**config.mk**
```make
export PLATFORM = sky130hd
export DESIGN_NAME = ct_spsram_256x23_ctrl_flat
export DESIGN_NICKNAME = d
export VERILOG_FILES = /design/src/rtl/ct_spsram_256x23_ctrl_if.sv /design/src/rtl/ct_spsram_256x23_ctrl.sv /design/src/flat_wrapper.sv
export SDC_FILE = /design/constraint.sdc
export NUM_CORES = 1
export LEC_CHECK = 0
export CORE_ASPECT_RATIO = 0.7
export CORE_MARGIN = 5
export CORE_UTILIZATION = 26
export DETAILED_ROUTE_END_ITERATION = 10
export MAX_ROUTING_LAYER = met4
export PLACE_DENSITY = 0.95
export SLEW_MARGIN = 10
export SYNTH_ARGS = -nofsm -noshare
export SYNTH_HDL_FRONTEND = slang
export SYNTH_SLANG_ARGS = --single-unit
```
**constraint.sdc**
```tcl
create_clock -name forever_cpuclk -period 4.55 [get_ports forever_cpuclk]
set_input_delay 1.365 -clock forever_cpuclk [delete_from_list [all_inputs] [get_ports forever_cpuclk]]
set_output_delay 1.365 -clock forever_cpuclk [all_outputs]
set_load 0.02 [all_outputs]
```
**src/rtl/ct_spsram_256x23_ctrl_if.sv**
```systemverilog
// Client-side bus for ct_spsram_256x23_ctrl: request port, read return and
// invalidate-all handshake. The client drives through the master modport;
// the controller receives through the slave modport.
interface ct_spsram_256x23_ctrl_if #(
  parameter int IDX_W  = 8,
  parameter int DATA_W = 23
);
  logic              inv_all_req;
  logic              inv_all_done;
  logic              req_vld;
  logic              req_rdy;
  logic              req_wr;
  logic [IDX_W-1:0]  req_idx;
  logic [DATA_W-1:0] req_wdata;
  logic [DATA_W-1:0] req_wbe;
  logic              rdata_vld;
  logic [DATA_W-1:0] rdata;
  logic              rdata_perr;

  modport master (
    output inv_all_req, req_vld, req_wr, req_idx, req_wdata, req_wbe,
    input  inv_all_done, req_rdy, rdata_vld, rdata, rdata_perr
  );

  modport slave (
    input  inv_all_req, req_vld, req_wr, req_idx, req_wdata, req_wbe,
    output inv_all_done, req_rdy, rdata_vld, rdata, rdata_perr
  );
endinterface

```
**src/rtl/ct_spsram_256x23_ctrl.sv**
```systemverilog
// Access controller for the 256x23 single-port tag/state SRAM.
// After reset (one idle WAIT cycle) and on every invalidate-all request it
// sweeps the whole array writing zeros, then serves a valid/ready client port
// with one-cycle read latency. Client enables are active high; SRAM controls
// are active low.
// Optional build macro CT_SPSRAM_256X23_PARITY_EN: bit 22 carries even parity
// over bits 21:0, every write is full-word and rdata_perr reports parity
// errors on returned reads. Without it bit 22 is plain data, req_wbe is
// honoured and rdata_perr is tied low.
module ct_spsram_256x23_ctrl #(
  parameter int IDX_W  = 8,
  parameter int DATA_W = 23
) (
  input  logic                    forever_cpuclk,
  input  logic                    cpurst_b,
  ct_spsram_256x23_ctrl_if.slave  cli,
  output logic [IDX_W-1:0]        sram_a,
  output logic                    sram_cen,
  output logic                    sram_gwen,
  output logic [DATA_W-1:0]       sram_wen,
  output logic [DATA_W-1:0]       sram_d,
  input  logic [DATA_W-1:0]       sram_q
);

  localparam logic [1:0] ST_WAIT = 2'd0;
  localparam logic [1:0] ST_INIT = 2'd1;
  localparam logic [1:0] ST_IDLE = 2'd2;

  logic [1:0]        state_q, state_d;
  logic [IDX_W-1:0]  init_cnt_q, init_cnt_d;
  logic              done_q, done_d;
  logic              rvld_q, rvld_d;
  logic              accept;
  logic [DATA_W-1:0] wr_data;
  logic [DATA_W-1:0] wr_wen;

  assign cli.req_rdy = (state_q == ST_IDLE) & ~cli.inv_all_req;
  assign accept      = cli.req_vld & cli.req_rdy;
  assign rvld_d      = accept & ~cli.req_wr;

`ifdef CT_SPSRAM_256X23_PARITY_EN
  logic unused_wr_bits;

  // Top bit is replaced by even parity over the payload; writes are full-word.
  assign wr_data        = {^cli.req_wdata[DATA_W-2:0], cli.req_wdata[DATA_W-2:0]};
  assign wr_wen         = '0;
  assign unused_wr_bits = ^{cli.req_wbe, cli.req_wdata[DATA_W-1]};
  assign cli.rdata_perr = rvld_q & (^sram_q);
`else
  assign wr_data        = cli.req_wdata;
  assign wr_wen         = ~cli.req_wbe;
  assign cli.rdata_perr = 1'b0;
`endif

  assign cli.inv_all_done = done_q;
  assign cli.rdata_vld    = rvld_q;
  assign cli.rdata        = rvld_q ? sram_q : '0;

  // Next-state logic for the WAIT -> INIT sweep -> IDLE sequence.
  always_comb begin
    state_d    = state_q;
    init_cnt_d = init_cnt_q;
    done_d     = 1'b0;
    case (state_q)
      ST_WAIT: begin
        state_d    = ST_INIT;
        init_cnt_d = '0;
      end
      ST_INIT: begin
        init_cnt_d = init_cnt_q + IDX_W'(1);
        if (init_cnt_q == '1) begin
          state_d = ST_IDLE;
          done_d  = 1'b1;
        end
      end
      ST_IDLE: begin
        if (cli.inv_all_req) begin
          state_d    = ST_INIT;
          init_cnt_d = '0;
        end
      end
      default: begin
        state_d    = ST_WAIT;
        init_cnt_d = '0;
      end
    endcase
  end

  // SRAM pin drive: sweep writes zeros, otherwise an accepted request passes
  // straight through in the same cycle.
  always_comb begin
    sram_cen  = 1'b1;
    sram_gwen = 1'b1;
    sram_wen  = '1;
    sram_a    = '0;
    sram_d    = '0;
    if (state_q == ST_INIT) begin
      sram_cen  = 1'b0;
      sram_gwen = 1'b0;
      sram_wen  = '0;
      sram_a    = init_cnt_q;
    end else if (accept) begin
      sram_cen  = 1'b0;
      sram_gwen = ~cli.req_wr;
      sram_a    = cli.req_idx;
      sram_d    = cli.req_wr ? wr_data : cli.req_wdata;
      sram_wen  = cli.req_wr ? wr_wen : '1;
    end
  end

  // State, sweep counter, completion pulse and read-valid registers.
  always_ff @(posedge forever_cpuclk or negedge cpurst_b) begin
    if (!cpurst_b) begin
      state_q    <= ST_WAIT;
      init_cnt_q <= '0;
      done_q     <= 1'b0;
      rvld_q     <= 1'b0;
    end else begin
      state_q    <= state_d;
      init_cnt_q <= init_cnt_d;
      done_q     <= done_d;
      rvld_q     <= rvld_d;
    end
  end

endmodule

```
**src/flat_wrapper.sv**
```systemverilog
// flat-port wrapper written by rule: the top's interface ports become plain ports
module ct_spsram_256x23_ctrl_flat 
#(
  parameter int IDX_W  = 8,
  parameter int DATA_W = 23
)
  (forever_cpuclk, cpurst_b, sram_a, sram_cen, sram_gwen, sram_wen, sram_d, sram_q, cli_inv_all_req, cli_req_vld, cli_req_wr, cli_req_idx, cli_req_wdata, cli_req_wbe, cli_inv_all_done, cli_req_rdy, cli_rdata_vld, cli_rdata, cli_rdata_perr);
  ct_spsram_256x23_ctrl_if #(.IDX_W(IDX_W), .DATA_W(DATA_W)) cli_i ();
  input  logic forever_cpuclk;
  input  logic cpurst_b;
  output logic [IDX_W-1:0] sram_a;
  output logic sram_cen;
  output logic sram_gwen;
  output logic [DATA_W-1:0] sram_wen;
  output logic [DATA_W-1:0] sram_d;
  input  logic [DATA_W-1:0] sram_q;
  input wire logic [$bits(cli_i.inv_all_req)-1:0] cli_inv_all_req;
  input wire logic [$bits(cli_i.req_vld)-1:0] cli_req_vld;
  input wire logic [$bits(cli_i.req_wr)-1:0] cli_req_wr;
  input wire logic [$bits(cli_i.req_idx)-1:0] cli_req_idx;
  input wire logic [$bits(cli_i.req_wdata)-1:0] cli_req_wdata;
  input wire logic [$bits(cli_i.req_wbe)-1:0] cli_req_wbe;
  output wire logic [$bits(cli_i.inv_all_done)-1:0] cli_inv_all_done;
  output wire logic [$bits(cli_i.req_rdy)-1:0] cli_req_rdy;
  output wire logic [$bits(cli_i.rdata_vld)-1:0] cli_rdata_vld;
  output wire logic [$bits(cli_i.rdata)-1:0] cli_rdata;
  output wire logic [$bits(cli_i.rdata_perr)-1:0] cli_rdata_perr;
  assign cli_i.inv_all_req = cli_inv_all_req;
  assign cli_i.req_vld = cli_req_vld;
  assign cli_i.req_wr = cli_req_wr;
  assign cli_i.req_idx = cli_req_idx;
  assign cli_i.req_wdata = cli_req_wdata;
  assign cli_i.req_wbe = cli_req_wbe;
  assign cli_inv_all_done = cli_i.inv_all_done;
  assign cli_req_rdy = cli_i.req_rdy;
  assign cli_rdata_vld = cli_i.rdata_vld;
  assign cli_rdata = cli_i.rdata;
  assign cli_rdata_perr = cli_i.rdata_perr;
  ct_spsram_256x23_ctrl #(.IDX_W(IDX_W), .DATA_W(DATA_W)) u_core (.forever_cpuclk(forever_cpuclk), .cpurst_b(cpurst_b), .cli(cli_i), .sram_a(sram_a), .sram_cen(sram_cen), .sram_gwen(sram_gwen), .sram_wen(sram_wen), .sram_d(sram_d), .sram_q(sram_q));
endmodule
```
==> results by group, run 1 <==
STA
  • Pins Over Slew Limit: 0
  • Final hold vios: 0
  • PnR worst setup slack: 0.0648 ns
  • Final min period: 4.49 ns
  • Rel. slew slack: 62.5%
  • F_max: between 200 and 250 MHz
  • Final setup viols: 0
  • Worst Tran Pin Value: between 0.5 and 0.6 ns
  • Clk_skew: 0.00421 ns
  • Fin crit share: 98.6%

Power
  • Leakage: 1.66 nW
  • Peak supply drop: 0.000154 V
  • Total power: 0.297 mW
  • Pwr Density: 101 nW/um2

Synth
  • Post-synth EDFFs: 0
  • Most used DFF post-synth: dfrtp_1
  • Syn_nets: around 240
  • Yosys reg bits: 12
  • Gate Count Post-Synth: ~160
  • Post-synthesis average cell area: 7.39 um2
  • Most frequent cell after synthesis: and2_1
  • Synth top area share: 26.2%
  • Main area contributors after synthesis: dfrtp_1 (26%), and2_1 (25%), o21ai_1 (8.7%)
  • Register area share after synthesis: 26.2%
  • Mapped cell area: 1140 um2
  • Yosys cell types: 33
  • Commonest cells in the netlist: and2_1 (46), o21ai_1 (20), dfrtp_1 (12)
  • Yosys top cell by area: dfrtp_1
  • Yosys Warn Count: 0
  • Asr flop ratio synth: 100%

Floorplan
  • Core Rows: 20
  • Initial Util: 26.6%
  • CORE AREA: roughly 4300 um2
  • I/O pin cnt: 165
  • Full die area: 5850 um2
  • DIE HEIGHT: 65.5 um
  • Chip Width: 89.3 um

Layout
  • Share of layout cells above drive strength 1: 5.41%
  • NumNets Final: 398
  • Final core utilization: around two thirds
  • Fin area: 2940 um2
  • Ant diodes: 0
  • Area Overhead vs Synth: 157%

CTS
  • Clk Tree Root Cell: clkbuf_8
  • CTS Hold Bufs: 0
  • Clock buffer depth: 2
  • Clock latency on the worst-skew pair: 0.24 ns
  • Number of H-tree levels: 1
  • # clock sinks: 12
  • CTS clk-pin slew, worst paths: 0.05 ns
  • CTS buffer count: 3
  • CTS tree: done

Setup path
  • Crit path max-delay cell type: clkdlybuf4s50_1
  • FF-to-FF setup slack: 3.06 ns
  • CP Max Fanout: 33
  • Worst r2r path cells: 4
  • Required time of the worst setup path: 3.18 ns
  • CP Capture Point: sram_d[10]
  • Crit path launch: cli_inv_all_req
  • R2R Path End: u_core.state_q[1]$_DFFE_PN0P_
  • Worst EP arrival: about 3.1 ns
  • Worst reg2reg startpoint: u_core.state_q[1]$_DFFE_PN0P_
  • CP Cell Sequence: clkdlybuf4s50_1 > and4bb_4 > buf_12 > and2_1 > clkdlybuf4s50_1
  • Crit. End Element: output pin
  • Worst stage delay on the critical path: between 0.6 and 0.7 ns
  • Startpoint types: input pin
  • Critical Path Most Common Cell: clkdlybuf4s50_1
  • Crit Path Category: input pin to output pin

Routing
  • Post-DR wirelength/cell: 15.9 um
  • Starting DRT DRC Count: 50
  • DRC violations left: 0
  • Via count: about 1.7k
  • WL final: 5860 um
  • 1st-pass router iterations: 4
  • DR vias/cell: 4.63
  • Post-route ant nets: 0

Placement
  • Post-DP HPWL: 4870 um
  • DP Worst Slack: -0.0543 ns
  • I/O Buffers: between 150 and 200
  • GPL Wtd Cong: 0.761
  • Placed cell area: 2840 um2

Global routing
  • Tot GR Track Use: 18.8%
  • Initial antenna violation count: 0
  • Via count of the first global-routing pass: 1649
  • Total global routing overflow: 0
  • Largest net degree at the start of global routing: 42
  • First-pass GRT wire length: 8420 um

Flow run
  • Max Cap Viol: 0

Hold path
  • Hold Crit Class: flop to flop

Status
  • Outcome: finished clean
## cells by family after synthesis
group / count (synthesis) / share of synthesized area, %
other: 1 / 0.328
adders and majority gates: 1 / 1.09
buffers and inverters: 18 / 7.43
DFF: 12 / 26.2
and+or+nand+nor: 77 / 40.8
AOI/OAI and AO/OA: 46 / 24.2
## layout make-up
cell class	count	area (um2)
flip-flops and latches	12	300
fillers	348	1360
well taps	55	68.8
multi-input cells	125	759
clock buffers	4	55.1
repair buffers	168	1740
inverters	5	18.8
## worst max-delay path: cells and delay by family
| kind | cells | cell delay (ns) |
|---|---|---|
| buf+inv | 3 | 1.23 |
| simple gates | 2 | 0.52 |
## registers in the layout, indices dropped and copies added (netlist names)
signal,cells
u_core.init_cnt_q,8
u_core.cli.rdata_vld,1
u_core.state_q,2
u_core.cli.inv_all_done,1
## worst min-delay path by stage
stage                                                start                               end  depth (start not counted)
after floorplan              u_core.state_q[1]$_DFFE_PN0P_     u_core.state_q[0]$_DFFE_PN0P_                          1
after global placement    u_core.init_cnt_q[6]$_DFFE_PN0P_  u_core.init_cnt_q[6]$_DFFE_PN0P_                          1
after detailed placement     u_core.state_q[1]$_DFFE_PN0P_     u_core.state_q[0]$_DFFE_PN0P_                          1
after CTS                    u_core.state_q[1]$_DFFE_PN0P_     u_core.state_q[0]$_DFFE_PN0P_                          1
after global routing         u_core.state_q[1]$_DFFE_PN0P_     u_core.state_q[0]$_DFFE_PN0P_                          1
final                        u_core.state_q[1]$_DFFE_PN0P_     u_core.state_q[0]$_DFFE_PN0P_                          1
## per-layer routing
metal  share of wire, %  global-route usage, %
met2                 54                   35.6
met5                  0                      -
met1                 36                   20.1
met3                8.6                   5.01
met4                1.0                   2.04
## cell usage in the layout, fill, tap and decap left out, drive strengths merged, types with 2 or more instances in the layout
master and instances:
inv 5, and2b 2, nand2 11, nor3 2, and2 46, dfrtp 12
o21ai 29, dlymetal6s2s 26, clkbuf 4, dlygate4sd2 17, clkdlybuf4s50 120, o211ai 2
buf 5, nand3 7, a22o 7, o22ai 2, a21oi 2, or4 2
## timing repair
item	4_1_cts	5_1_grt
setup buffers	0	0
setup endpoints to repair	17	26
pin swaps	0	0
gates resized for setup	17	26
## power by group
part | switching (mW) | internal [mW] | leakage [nW]
sequential | 0 | 0.107 | 0.139
combinational | 0.0125 | 0.0607 | 1.50
clock | 0.0408 | 0.0765 | 0.0288
total | 0.0533 | 0.244 | 1.66
## per-stage QoR
stage                     TNS (ns)  instances  hold slack (ns)
final                            0        369            0.521
after global routing       -0.0197        369            0.557
after CTS                        0        369            0.521
after detailed placement    -0.138        365            0.514
after global placement           0        365            0.513
after floorplan                  0        155            0.465
No activity file was read; power rests on OpenSTA's default activity.
==> run 2, diff against run 1 <==
- GPL_ROUTABILITY_DRIVEN: not set -> 1
==> results of run 2 <==
Final layout, timing and power as in run 1 (identical DEF).
==> run 3, diff against run 2 <==
- CTS_BUF_LIST: not set -> sky130_fd_sc_hd__clkbuf_8
==> results of run 3 <==
Final layout, timing and power as in run 1 (identical DEF).
